<file path="src/rtl/gnn_pkg.sv">
// gnn_pkg: frame geometry and loader state encoding shared by the feature loader and the aggregator
package gnn_pkg;
  localparam int N_NODES = 4;
  localparam int N_FEAT = 4;
  localparam int BEATS_PER_FRAME = 16;
  localparam int CNT_W = 4;
  typedef enum logic [0:0] {LOAD = 1'b0, FULL = 1'b1} state_e;
endpackage

</file>
<file path="src/rtl/feat_loader_if.sv">
// feat_loader_if: serial feature stream into the loader; FEAT_LOADER_LAST_EN adds in_last_feat
interface feat_loader_if #(parameter int FEAT_W = 5);
  logic in_valid_feat;
  logic in_ready_feat;
  logic [FEAT_W-1:0] in_data_feat;
`ifdef FEAT_LOADER_LAST_EN
  logic in_last_feat;
  modport master(output in_valid_feat, in_data_feat, in_last_feat, input in_ready_feat);
  modport slave(input in_valid_feat, in_data_feat, in_last_feat, output in_ready_feat);
`else
  modport master(output in_valid_feat, in_data_feat, input in_ready_feat);
  modport slave(input in_valid_feat, in_data_feat, output in_ready_feat);
`endif
endinterface

</file>
<file path="src/rtl/feat_loader.sv">
// feat_loader: serial-to-parallel 4x4 feature frame loader for the aggregator; FEAT_LOADER_LAST_EN adds in_last_feat framing checks with sticky err_frame
module feat_loader
  import gnn_pkg::*;
#(
  parameter int FEAT_W = 5
) (
  input  logic clk,
  input  logic rst_n,
  feat_loader_if.slave s,
  input  logic hold_aggr,
  output logic signed [FEAT_W-1:0] x0_n0, x1_n0, x2_n0, x3_n0,
  output logic signed [FEAT_W-1:0] x0_n1, x1_n1, x2_n1, x3_n1,
  output logic signed [FEAT_W-1:0] x0_n2, x1_n2, x2_n2, x3_n2,
  output logic signed [FEAT_W-1:0] x0_n3, x1_n3, x2_n3, x3_n3,
  output logic out_ready_aggr,
`ifdef FEAT_LOADER_LAST_EN
  output logic err_frame,
`endif
  output logic busy
);
  localparam int BEATS = N_NODES * N_FEAT;
  localparam logic [0:0] ST_LOAD = LOAD;
  localparam logic [0:0] ST_FULL = FULL;
  logic [0:0] state;
  logic [CNT_W-1:0] cnt;
  logic [FEAT_W-1:0] sh [BEATS];
  logic [FEAT_W-1:0] xr [BEATS];
  logic acc, last_beat, issue, drop;
  assign s.in_ready_feat = state == ST_LOAD;
  assign acc = s.in_valid_feat && s.in_ready_feat;
  assign last_beat = acc && cnt == CNT_W'(BEATS_PER_FRAME - 1);
`ifdef FEAT_LOADER_LAST_EN
  assign drop = acc && s.in_last_feat && !last_beat;
`else
  assign drop = 1'b0;
`endif
  assign issue = !hold_aggr && (last_beat || state == ST_FULL);
  assign busy = cnt != '0 || state == ST_FULL;
  always_ff @(posedge clk)
    if (acc) sh[cnt] <= s.in_data_feat;
  // the final beat bypasses the shadow so an unheld frame issues on the edge it completes
  always_ff @(posedge clk or negedge rst_n)
    if (!rst_n) begin
      state <= ST_LOAD;
      cnt <= '0;
      out_ready_aggr <= 1'b0;
      for (int k = 0; k < BEATS; k++) xr[k] <= '0;
    end else begin
      out_ready_aggr <= issue;
      if (issue)
        for (int k = 0; k < BEATS; k++) xr[k] <= (acc && cnt == CNT_W'(k)) ? s.in_data_feat : sh[k];
      cnt <= drop ? '0 : cnt + CNT_W'(acc);
      state <= issue ? ST_LOAD : last_beat ? ST_FULL : state;
    end
`ifdef FEAT_LOADER_LAST_EN
  always_ff @(posedge clk or negedge rst_n)
    if (!rst_n) err_frame <= 1'b0;
    else if (drop || (last_beat && !s.in_last_feat)) err_frame <= 1'b1;
`endif
  assign {x3_n0, x2_n0, x1_n0, x0_n0} = {xr[3], xr[2], xr[1], xr[0]};
  assign {x3_n1, x2_n1, x1_n1, x0_n1} = {xr[7], xr[6], xr[5], xr[4]};
  assign {x3_n2, x2_n2, x1_n2, x0_n2} = {xr[11], xr[10], xr[9], xr[8]};
  assign {x3_n3, x2_n3, x1_n3, x0_n3} = {xr[15], xr[14], xr[13], xr[12]};
endmodule

</file>
<file path="src/flat_wrapper.sv">
// flat-port wrapper written by rule: the top's interface ports become plain ports
module feat_loader_flat import gnn_pkg::*;
#(
  parameter int FEAT_W = 5
)
  (clk, rst_n, hold_aggr, x0_n0, x1_n0, x2_n0, x3_n0, x0_n1, x1_n1, x2_n1, x3_n1, x0_n2, x1_n2, x2_n2, x3_n2, x0_n3, x1_n3, x2_n3, x3_n3, out_ready_aggr, busy, s_in_valid_feat, s_in_data_feat, s_in_ready_feat);
  feat_loader_if #(.FEAT_W(FEAT_W)) s_i ();
  input  logic clk;
  input  logic rst_n;
  input  logic hold_aggr;
  output logic signed [FEAT_W-1:0] x0_n0;
  output logic signed [FEAT_W-1:0] x1_n0;
  output logic signed [FEAT_W-1:0] x2_n0;
  output logic signed [FEAT_W-1:0] x3_n0;
  output logic signed [FEAT_W-1:0] x0_n1;
  output logic signed [FEAT_W-1:0] x1_n1;
  output logic signed [FEAT_W-1:0] x2_n1;
  output logic signed [FEAT_W-1:0] x3_n1;
  output logic signed [FEAT_W-1:0] x0_n2;
  output logic signed [FEAT_W-1:0] x1_n2;
  output logic signed [FEAT_W-1:0] x2_n2;
  output logic signed [FEAT_W-1:0] x3_n2;
  output logic signed [FEAT_W-1:0] x0_n3;
  output logic signed [FEAT_W-1:0] x1_n3;
  output logic signed [FEAT_W-1:0] x2_n3;
  output logic signed [FEAT_W-1:0] x3_n3;
  output logic out_ready_aggr;
  output logic busy;
  input wire logic [$bits(s_i.in_valid_feat)-1:0] s_in_valid_feat;
  input wire logic [$bits(s_i.in_data_feat)-1:0] s_in_data_feat;
  output wire logic [$bits(s_i.in_ready_feat)-1:0] s_in_ready_feat;
  assign s_i.in_valid_feat = s_in_valid_feat;
  assign s_i.in_data_feat = s_in_data_feat;
  assign s_in_ready_feat = s_i.in_ready_feat;
  feat_loader #(.FEAT_W(FEAT_W)) u_core (.clk(clk), .rst_n(rst_n), .s(s_i), .hold_aggr(hold_aggr), .x0_n0(x0_n0), .x1_n0(x1_n0), .x2_n0(x2_n0), .x3_n0(x3_n0), .x0_n1(x0_n1), .x1_n1(x1_n1), .x2_n1(x2_n1), .x3_n1(x3_n1), .x0_n2(x0_n2), .x1_n2(x1_n2), .x2_n2(x2_n2), .x3_n2(x3_n2), .x0_n3(x0_n3), .x1_n3(x1_n3), .x2_n3(x2_n3), .x3_n3(x3_n3), .out_ready_aggr(out_ready_aggr), .busy(busy));
endmodule
</file>
<file path="config.mk">
export PLATFORM = sky130hd
export DESIGN_NAME = feat_loader_flat
export DESIGN_NICKNAME = d
export VERILOG_FILES = /design/src/rtl/gnn_pkg.sv /design/src/rtl/feat_loader_if.sv /design/src/rtl/feat_loader.sv /design/src/flat_wrapper.sv
export SDC_FILE = /design/constraint.sdc
export NUM_CORES = 1
export LEC_CHECK = 0
export CORE_MARGIN = 2
export CORE_UTILIZATION = 48
export DETAILED_ROUTE_END_ITERATION = 10
export PLACE_DENSITY = 0.75
export SYNTH_ARGS = -nofsm -noshare
export SYNTH_HDL_FRONTEND = slang
export SYNTH_SLANG_ARGS = --single-unit
</file>
<file path="constraint.sdc">
create_clock -name clk -period 1.65 [get_ports clk]
set_clock_uncertainty 0.1 [all_clocks]
set_input_delay 0.33 -clock clk [delete_from_list [all_inputs] [get_ports clk]]
set_output_delay 0.33 -clock clk [all_outputs]
set_load 0.01 [all_outputs]
</file>
* After elaboration in Yosys (flattened, before gate mapping)
Memories as Yosys holds them, arrays and structs flattened. A register that Yosys moved wholly into a read port is not among the register bits.
Cells that the tools add are included.
** Storage, ports and cells
- Register bits :: 6
- RAM bits :: 80
- Output and inout port bits :: 83
- Word-level logic and storage cells :: 35
- Memories kept :: 1
** Memories
- u_core.sh :: words 16, width 5, rd ports 16, clocked after Yosys merged registers in 16, write ports 1, line feat_loader.sv:26 : logic [FEAT_W-1:0] sh [BEATS];
** Operators by class
- Add/subtract/negate cells :: 1
- Equality and inequality tests :: 1
- Muxes and demuxes :: 4
- Bitwise gates (word level) :: 1
- Reduce and logical (&&, ||, !) cells :: 24
** Operator list (number)
- zero test 1 bit :: 17
- adder 4 x 1 -> 4 bit :: 1
- == test 4 bit, second input constant :: 1
- two-way mux 1 bit :: 4
- nonzero test 4 bit :: 1
- logical AND 1 bit :: 3
- logical OR 1 bit :: 2
- nonzero test 2 bit :: 1
- NOT 1 bit :: 1

* Logic depth before layout (Yosys ltp)
Gate-level depths: netlist of run 1.
- Depth in word-level cells :: 6
- Mapped depth :: 7
- Gate-level depth less buffers :: 4

* Worst setup path after synthesis of run 1
OpenSTA, ideal clock, no wires.
- Path kind :: register -> register
- Start point :: reg u_core.cnt[3]
- End point :: reg u_core.xr, in the netlist u_core.x0_n1[0], read port of u_core.sh
- Setup time :: 0.125 ns
- Arrival :: 1.552 ns
- Slack :: -0.127 ns
- Stages on the path, launching flop included :: 8
- Path buffers :: 4
- Cells stage by stage :: dfrtp_1 > buf_6 > and3b_1 > buf_6 > a21o_1 > buf_6 > buf_6 > mux2_4
** On the way
- Longest elaborated chain between the ends :: 4
** RTL lines
- start: declaration :: line feat_loader.sv:25 : logic [CNT_W-1:0] cnt;
- start signal: assignment :: line feat_loader.sv:52 : cnt <= drop ? '0 : cnt + CNT_W'(acc);
- == test 4 bit :: line feat_loader.sv:31 : assign last_beat = acc && cnt == CNT_W'(BEATS_PER_FRAME - 1);
- logical AND 1 bit :: line feat_loader.sv:31
- logical OR 1 bit :: line feat_loader.sv:37 : assign issue = !hold_aggr && (last_beat || state == ST_FULL);
- logical AND 1 bit :: line feat_loader.sv:37
- end: declaration :: line feat_loader.sv:27 : logic [FEAT_W-1:0] xr [BEATS];
No other way between the ends.
A chain may end at the register's enable or synchronous reset.

* Worst setup path in the final report of run 1
- Start point :: reg u_core.cnt[3]
- End point :: reg u_core.xr, in the netlist u_core.x0_n0[3], read port of u_core.sh
The elaborated chain is that of the path after synthesis.

==> results of run 1 <==
==> cell usage after synthesis (2+ instances only) <==
cell | count | area [µm²]
ha_1 | 2 | 25.0
a211oi_1 | 9 | 67.6
buf_2 | 3 | 15.0
edfxtp_1 | 80 | 2400
mux2_2 | 36 | 405
nand2b_1 | 3 | 18.8
dfrtp_1 | 86 | 2150
nand3b_1 | 2 | 15.0
nand2_1 | 3 | 11.3
clkbuf_1 | 2 | 7.51
nor2b_1 | 2 | 12.5
mux2_4 | 39 | 586
buf_6 | 7 | 78.8
nor3_1 | 5 | 25.0
nor2_1 | 22 | 82.6
and3_1 | 2 | 12.5
nand3_1 | 2 | 10.0
==> worst max-delay path: stages (launching register included) <==
cell and delay (ns):
dfrtp_1 0.46, and3b_1 0.25, a21o_4 0.25, buf_12 0.21, mux2_2 0.36
==> power groups by stage <==
stage / sequential (mW) / clock, mW / combinational (mW)
after floorplan: 6.60 / 0 / 1.74
after global placement: 6.31 / 0 / 4.61
after detailed placement: 6.37 / 0 / 4.73
after CTS: 6.27 / 4.29 / 4.16
after global routing: 6.41 / 4.47 / 4.56
final: 6.27 / 4.22 / 4.25
==> worst max-delay path by stage <==
stage,start,to,slack [ns]
after floorplan,u_core.cnt[3],u_core.x0_n1[0],-0.09
after global placement,s_in_valid_feat,u_core.sh[2][0],-0.42
after detailed placement,s_in_valid_feat,u_core.sh[2][0],-0.47
after CTS,u_core.state,busy,-0.11
after global routing,u_core.cnt[3],busy,-0.17
final,u_core.cnt[3],u_core.x0_n0[3],-0.10
==> kinds of logic (layout without fill, tap and decap cells) <==
family                   after synthesis  count (layout)  share of synthesized area, %
buffers and inverters                 14             180                          1.88
multiplexers                          75              75                          16.5
flip-flops                           166             166                          76.0
adder cells (fa/ha/maj)                2               2                         0.417
AO/OA/AOI/OAI                         11              11                          1.38
XOR/XNOR                               2               2                         0.292
AND/OR/NAND/NOR                       44              44                          3.53
==> repair_timing <==
| action | 4_1_cts | 5_1_grt |
|---|---|---|
| hold buffers | 1 | 0 |
| setup buffers | 3 | 4 |
| gates cloned | 0 | 1 |
| endpoints found under the setup margin | 163 | 156 |
| hold endpoints to repair | 86 | 0 |
| pin swaps | 2 | 4 |
| gates resized for setup | 91 | 16 |
==> placed cells by master, fill, tap and decap left out, types with 4 or more instances in the layout <==
master,count
mux2_4,39
buf_12,6
nor2_1,19
clkbuf_8,4
buf_4,47
mux2_2,36
clkbuf_16,20
dlygate4sd2_1,81
dfrtp_1,85
a211oi_1,8
buf_6,4
clkdlybuf4s50_1,7
edfxtp_1,80
==> routing by layer <==
metal | vias up | GRT usage [%] | routed length, µm
li1 | 1461 | - | -
met3 | 12 | 5.28 | 728
met1 | 1698 | 26.4 | 5060
met4 | 0 | 6.83 | 173
met5 | - | 0 | 0
met2 | 110 | 32.2 | 6400
==> metrics by stage <==
step	setup TNS [ns]	power, mW	instance area (µm²)	utilization [%]	hold slack (ns)
2_1_floorplan	-4.58	8.34	6010	-	-0.0656
3_3_place_gp	-54.60	10.9	7440	61.4	0.0947
3_5_place_dp	-61.76	11.1	7440	61.4	0.100
4_1_cts	-4.11	14.7	8030	66.3	0.193
5_1_grt	-11.72	15.4	8130	67.1	0.233
6_report	-5.02	14.7	8130	67.1	0.237
==> final cells by class <==
type | count | area, µm²
Sequential cell | 166 | 4560
Fill cell | 804 | 3980
Multi-Input combinational cell | 134 | 1380
Timing Repair Buffer | 147 | 1320
Clock buffer | 24 | 556
Tap cell | 168 | 210
Clock inverter | 8 | 103
Inverter | 1 | 3.75
==> metrics, run 1 <==
Clk Latency, worst-skew pair=0.41 ns; WL final=12400 µm; clock slew at reported path FFs=0.06 ns; CTS tree=yes; Slew Viols, Final=0; syn avg cell area=19.1 µm²; post-synthesis sequential area ratio=76.0%; die area=13400 µm²; GRT Overall Usage=19.9%; Routed Antenna Nets=0; Slew HR=82.4%; Cell Int Power=10.7 mW; die height=116 µm; placed cells=607; WL/cell=19.1 µm; r2r setup slk=-0.10 ns; Starting Density=49.5%; DRC=0; Startpoint Class=flip-flop; Final setup viols=90; Layout area overhead=35.6%; Cell Area, Synth=5990 µm²; Leak Pwr=3.49 nW; status=complete, but fails checks; Worst Setup Slack, final=-0.103 ns; Peak VDD IR=0.889 mV; PwrDens=1810 nW/µm²; Final Cycle Share=106%; num rows=40; drt first pass iters=4; CTS Buf Count=17; Top FF cell, synth=dfrtp_1; vias in the first global route=3513; first-pass GRT wire length=19500 µm; cells on worst reg2reg path=4; RR Endpoint=u_core.x0_n0[3]; Sw Share=27.6%; Max Cap Viol=0; crit-path max FO=20; RSZ-0062 raised after global routing=yes; Final #Nets=478; Tightest Hold Check Type=primary input to asynchronous set/reset pin; layout cell share with drive strength beyond 1=37.3%; CTS Root Cell=clkbuf_16; f_max=571 MHz; H-tree depth=4; synthesized instance count=314; core footprint=12100 µm²; yosys warns=0; flip-flop count of the largest register after layout=80; reg-to-reg critical path startpoint=u_core.cnt[3]; final non-filler cell total=648; port bufs=91; routability cong.=0.830; clock tree buffer depth=2; Setup WS pre-CTS=-0.468 ns; Syn Nets=325; GRT overflow=0; largest reg by FF count=u_core.sh; final hold vios=0; Netlist cell types=26; Switching Power=4.07 mW; via count=3281; crit end category=flip-flop; initial drt markers=238; routed vias/inst=5.06; Crit path required time=1.85 ns; Clk pwr share=28.7%; # IOs=92; Clock Sinks=166; Seq cells post-synth=166; post-DP HPWL=8090 µm; Crit Path Class=flip-flop to flip-flop; crit path DAT=1.95 ns; combinational group share of total power=28.8%; Seq pwr share=42.5%; violated checks=negative setup slack; antenna violations before repair=0; EDFF count, synth=80; Ant. Diodes=0; post-layout min period=1.75 ns; die width=116 µm; Worst Tran Pin Value=0.264 ns; Post-synth ARST share=51.8%; largest net degree at the start of global routing=41
No activity file was read; power rests on OpenSTA's default activity.
==> inputs of run 2 (changes only) <==
--- a/config.mk
+++ b/config.mk
@@ -9,6 +9,7 @@
 export CORE_UTILIZATION = 48
 export DETAILED_ROUTE_END_ITERATION = 10
 export PLACE_DENSITY = 0.75
+export REMOVE_ABC_BUFFERS = 1
 export SYNTH_ARGS = -nofsm -noshare
 export SYNTH_HDL_FRONTEND = slang
 export SYNTH_SLANG_ARGS = --single-unit
==> run 2 against run 1 <==
Effect of this change:
- the run still ends with negative setup slack left
- global-route usage decreased by 0.19 points
- cell count unchanged
- die area unchanged
- critical path depth increased by 2
- sequential cell count unchanged
- non-clock buffer count unchanged
- worst hold slack improved by 0.066 ns
- first-iteration DRC count decreased by 28%
- worst setup slack got worse by 0.11 ns
- fmax decreased by 5.9%
- wire length increased by 2.5%
- design area increased by 0.46%
- highest routed layer unchanged
- largest power group unchanged
==> metrics, run 2 (same netlist as run 1, synthesis figures left out) <==
vias in the first global route=3514 (+0.028%); Final #Nets=478 (unchanged); Startpoint Class=flip-flop; power after layout=14.7 mW (-0.53%); Routed Antenna Nets=0 (unchanged); routability cong.=0.860 (+3.6%); first-pass GRT wire length=19200 µm (-1.4%); GRT overflow=0 (unchanged); violated checks=negative setup slack; Final setup viols=101 (+12%); CTS Root Cell=clkbuf_16; RR Endpoint=u_core.x1_n0[0]; clock tree buffer depth=2 (unchanged); crit path DAT=2.07 ns (+0.12 ns); design area=8170 µm² (+0.46%); CTS Buf Count=17 (unchanged); largest reg by FF count=u_core.sh; die area=13400 µm² (unchanged); Ant. Diodes=0 (unchanged); Slew Viols, Final=0 (unchanged); Max Cap Viol=0 (unchanged); WL final=12700 µm (+2.5%); PwrDens=1800 nW/µm² (-0.99%); post-layout min period=1.86 ns (+0.109 ns); Tightest Hold Check Type=primary input to asynchronous set/reset pin; reg-to-reg critical path startpoint=u_core.cnt[3]; antenna violations before repair=0 (unchanged); Crit path required time=1.86 ns (about the same); RSZ-0062 raised after global routing=yes; post-DP HPWL=8030 µm (-0.73%); f_max=537 MHz (-5.9%); commonest non-fill, non-tap cell in the layout=dfrtp_1; Slew HR=70.6% (-12 points); die width=116 µm (unchanged); clock slew at reported path FFs=0.06 ns (about the same); final non-filler cell total=648 (unchanged); initial drt markers=171 (-28%); Worst Setup Slack, final=-0.212 ns (-0.109 ns); WL/cell=19.5 µm (+2.5%); routed vias/inst=5.11 (+0.88%); Clk Latency, worst-skew pair=0.42 ns (about the same); status=complete, but fails checks; Final Cycle Share=113% (+6.6 points); layout cell share with drive strength beyond 1=37.5% (+0.21 points); fill count=833 (+3.6%); Worst Tran Pin Value=0.441 ns (+0.177 ns); crit end category=flip-flop; core footprint=12100 µm² (unchanged); Finished Core Util=67.4% (+0.31 points); port bufs=91 (unchanged); r2r setup slk=-0.21 ns (-0.11 ns); via count=3310 (+0.88%); DP Area=7390 µm² (-0.64%); Fin Hold WS=0.303 ns (+0.0661 ns); flip-flop count of the largest register after layout=80 (unchanged); Layout area overhead=36.2%; Setup TNS=-12.12 ns (-7.10 ns); H-tree depth=4 (unchanged); GRT Overall Usage=19.7% (-0.19 points); drt first pass iters=6 (+2); Leak Pwr=3.51 nW (+0.68%); placed cells=604 (-0.49%); Crit Path Class=flip-flop to flip-flop; Setup WS pre-CTS=-0.540 ns (-0.0715 ns); Peak VDD IR=0.911 mV (+2.5%); final hold vios=0 (unchanged); most frequent cells in the layout=dfrtp_1, dlygate4sd2_1, edfxtp_1; largest net degree at the start of global routing=36 (-12%); CTS tree=yes; Clock Sinks=166 (unchanged); num rows=40 (unchanged); crit-path max FO=7 (-65%); DRC=0 (unchanged); # IOs=92 (unchanged); cells on worst reg2reg path=6 (+2); die height=116 µm (unchanged); Starting Density=49.5% (unchanged)
[run 2: worst max-delay path by stage]
stage | startpoint | endpoint
6_report | u_core.cnt[3] | u_core.x1_n0[0]
5_1_grt | u_core.cnt[3] | u_core.x1_n1[0]
4_1_cts | u_core.cnt[3] | u_core.x3_n2[3]
3_5_place_dp | s_in_valid_feat | u_core.sh[4][0]
3_3_place_gp | s_in_valid_feat | u_core.sh[1][1]
2_1_floorplan | u_core.cnt[2] | u_core.x0_n0[3]
[run 2: per-layer routing]
metal  track usage (%)  wire length [µm]
met1              26.3              5610
met5                 0                 0
met4              7.62               211
met2              31.7              6350
met3              4.76               493
[run 2: worst max-delay path, cell delays in order (launching register included)]
cell,delay (ns)
dfrtp_1,0.43
buf_6,0.15
and3b_2,0.22
a21o_4,0.24
buf_12,0.15
clkbuf_16,0.16
mux2_4,0.30
[run 2: area by class of cell]
class	count	area (µm²)	share of cell area [%]
inverter	1	3.75	0.0460
clock inverter	9	123	1.50
sequential	166	4550	55.8
clock buffer	23	498	6.10
timing repair buffer	147	1370	16.7
multi-input combinational	134	1410	17.3
tap	168	210	2.57
[run 2: repair_timing]
item / 4_1_cts / 5_1_grt
cloned: 1 / 2
pin swaps: 3 / 8
endpoints found under the setup margin: 197 / 138
hold buffers: 1 / 0
gates resized for setup: 97 / 22
hold endpoints to repair: 29 / 0
buffers inserted: 4 / 5
[run 2: where the power goes]
part           internal (mW)  switching, mW  leakage [nW]
Combinational           2.47           1.87          1.42
Sequential              5.55          0.691          1.78
Clock                   2.57           1.51         0.309
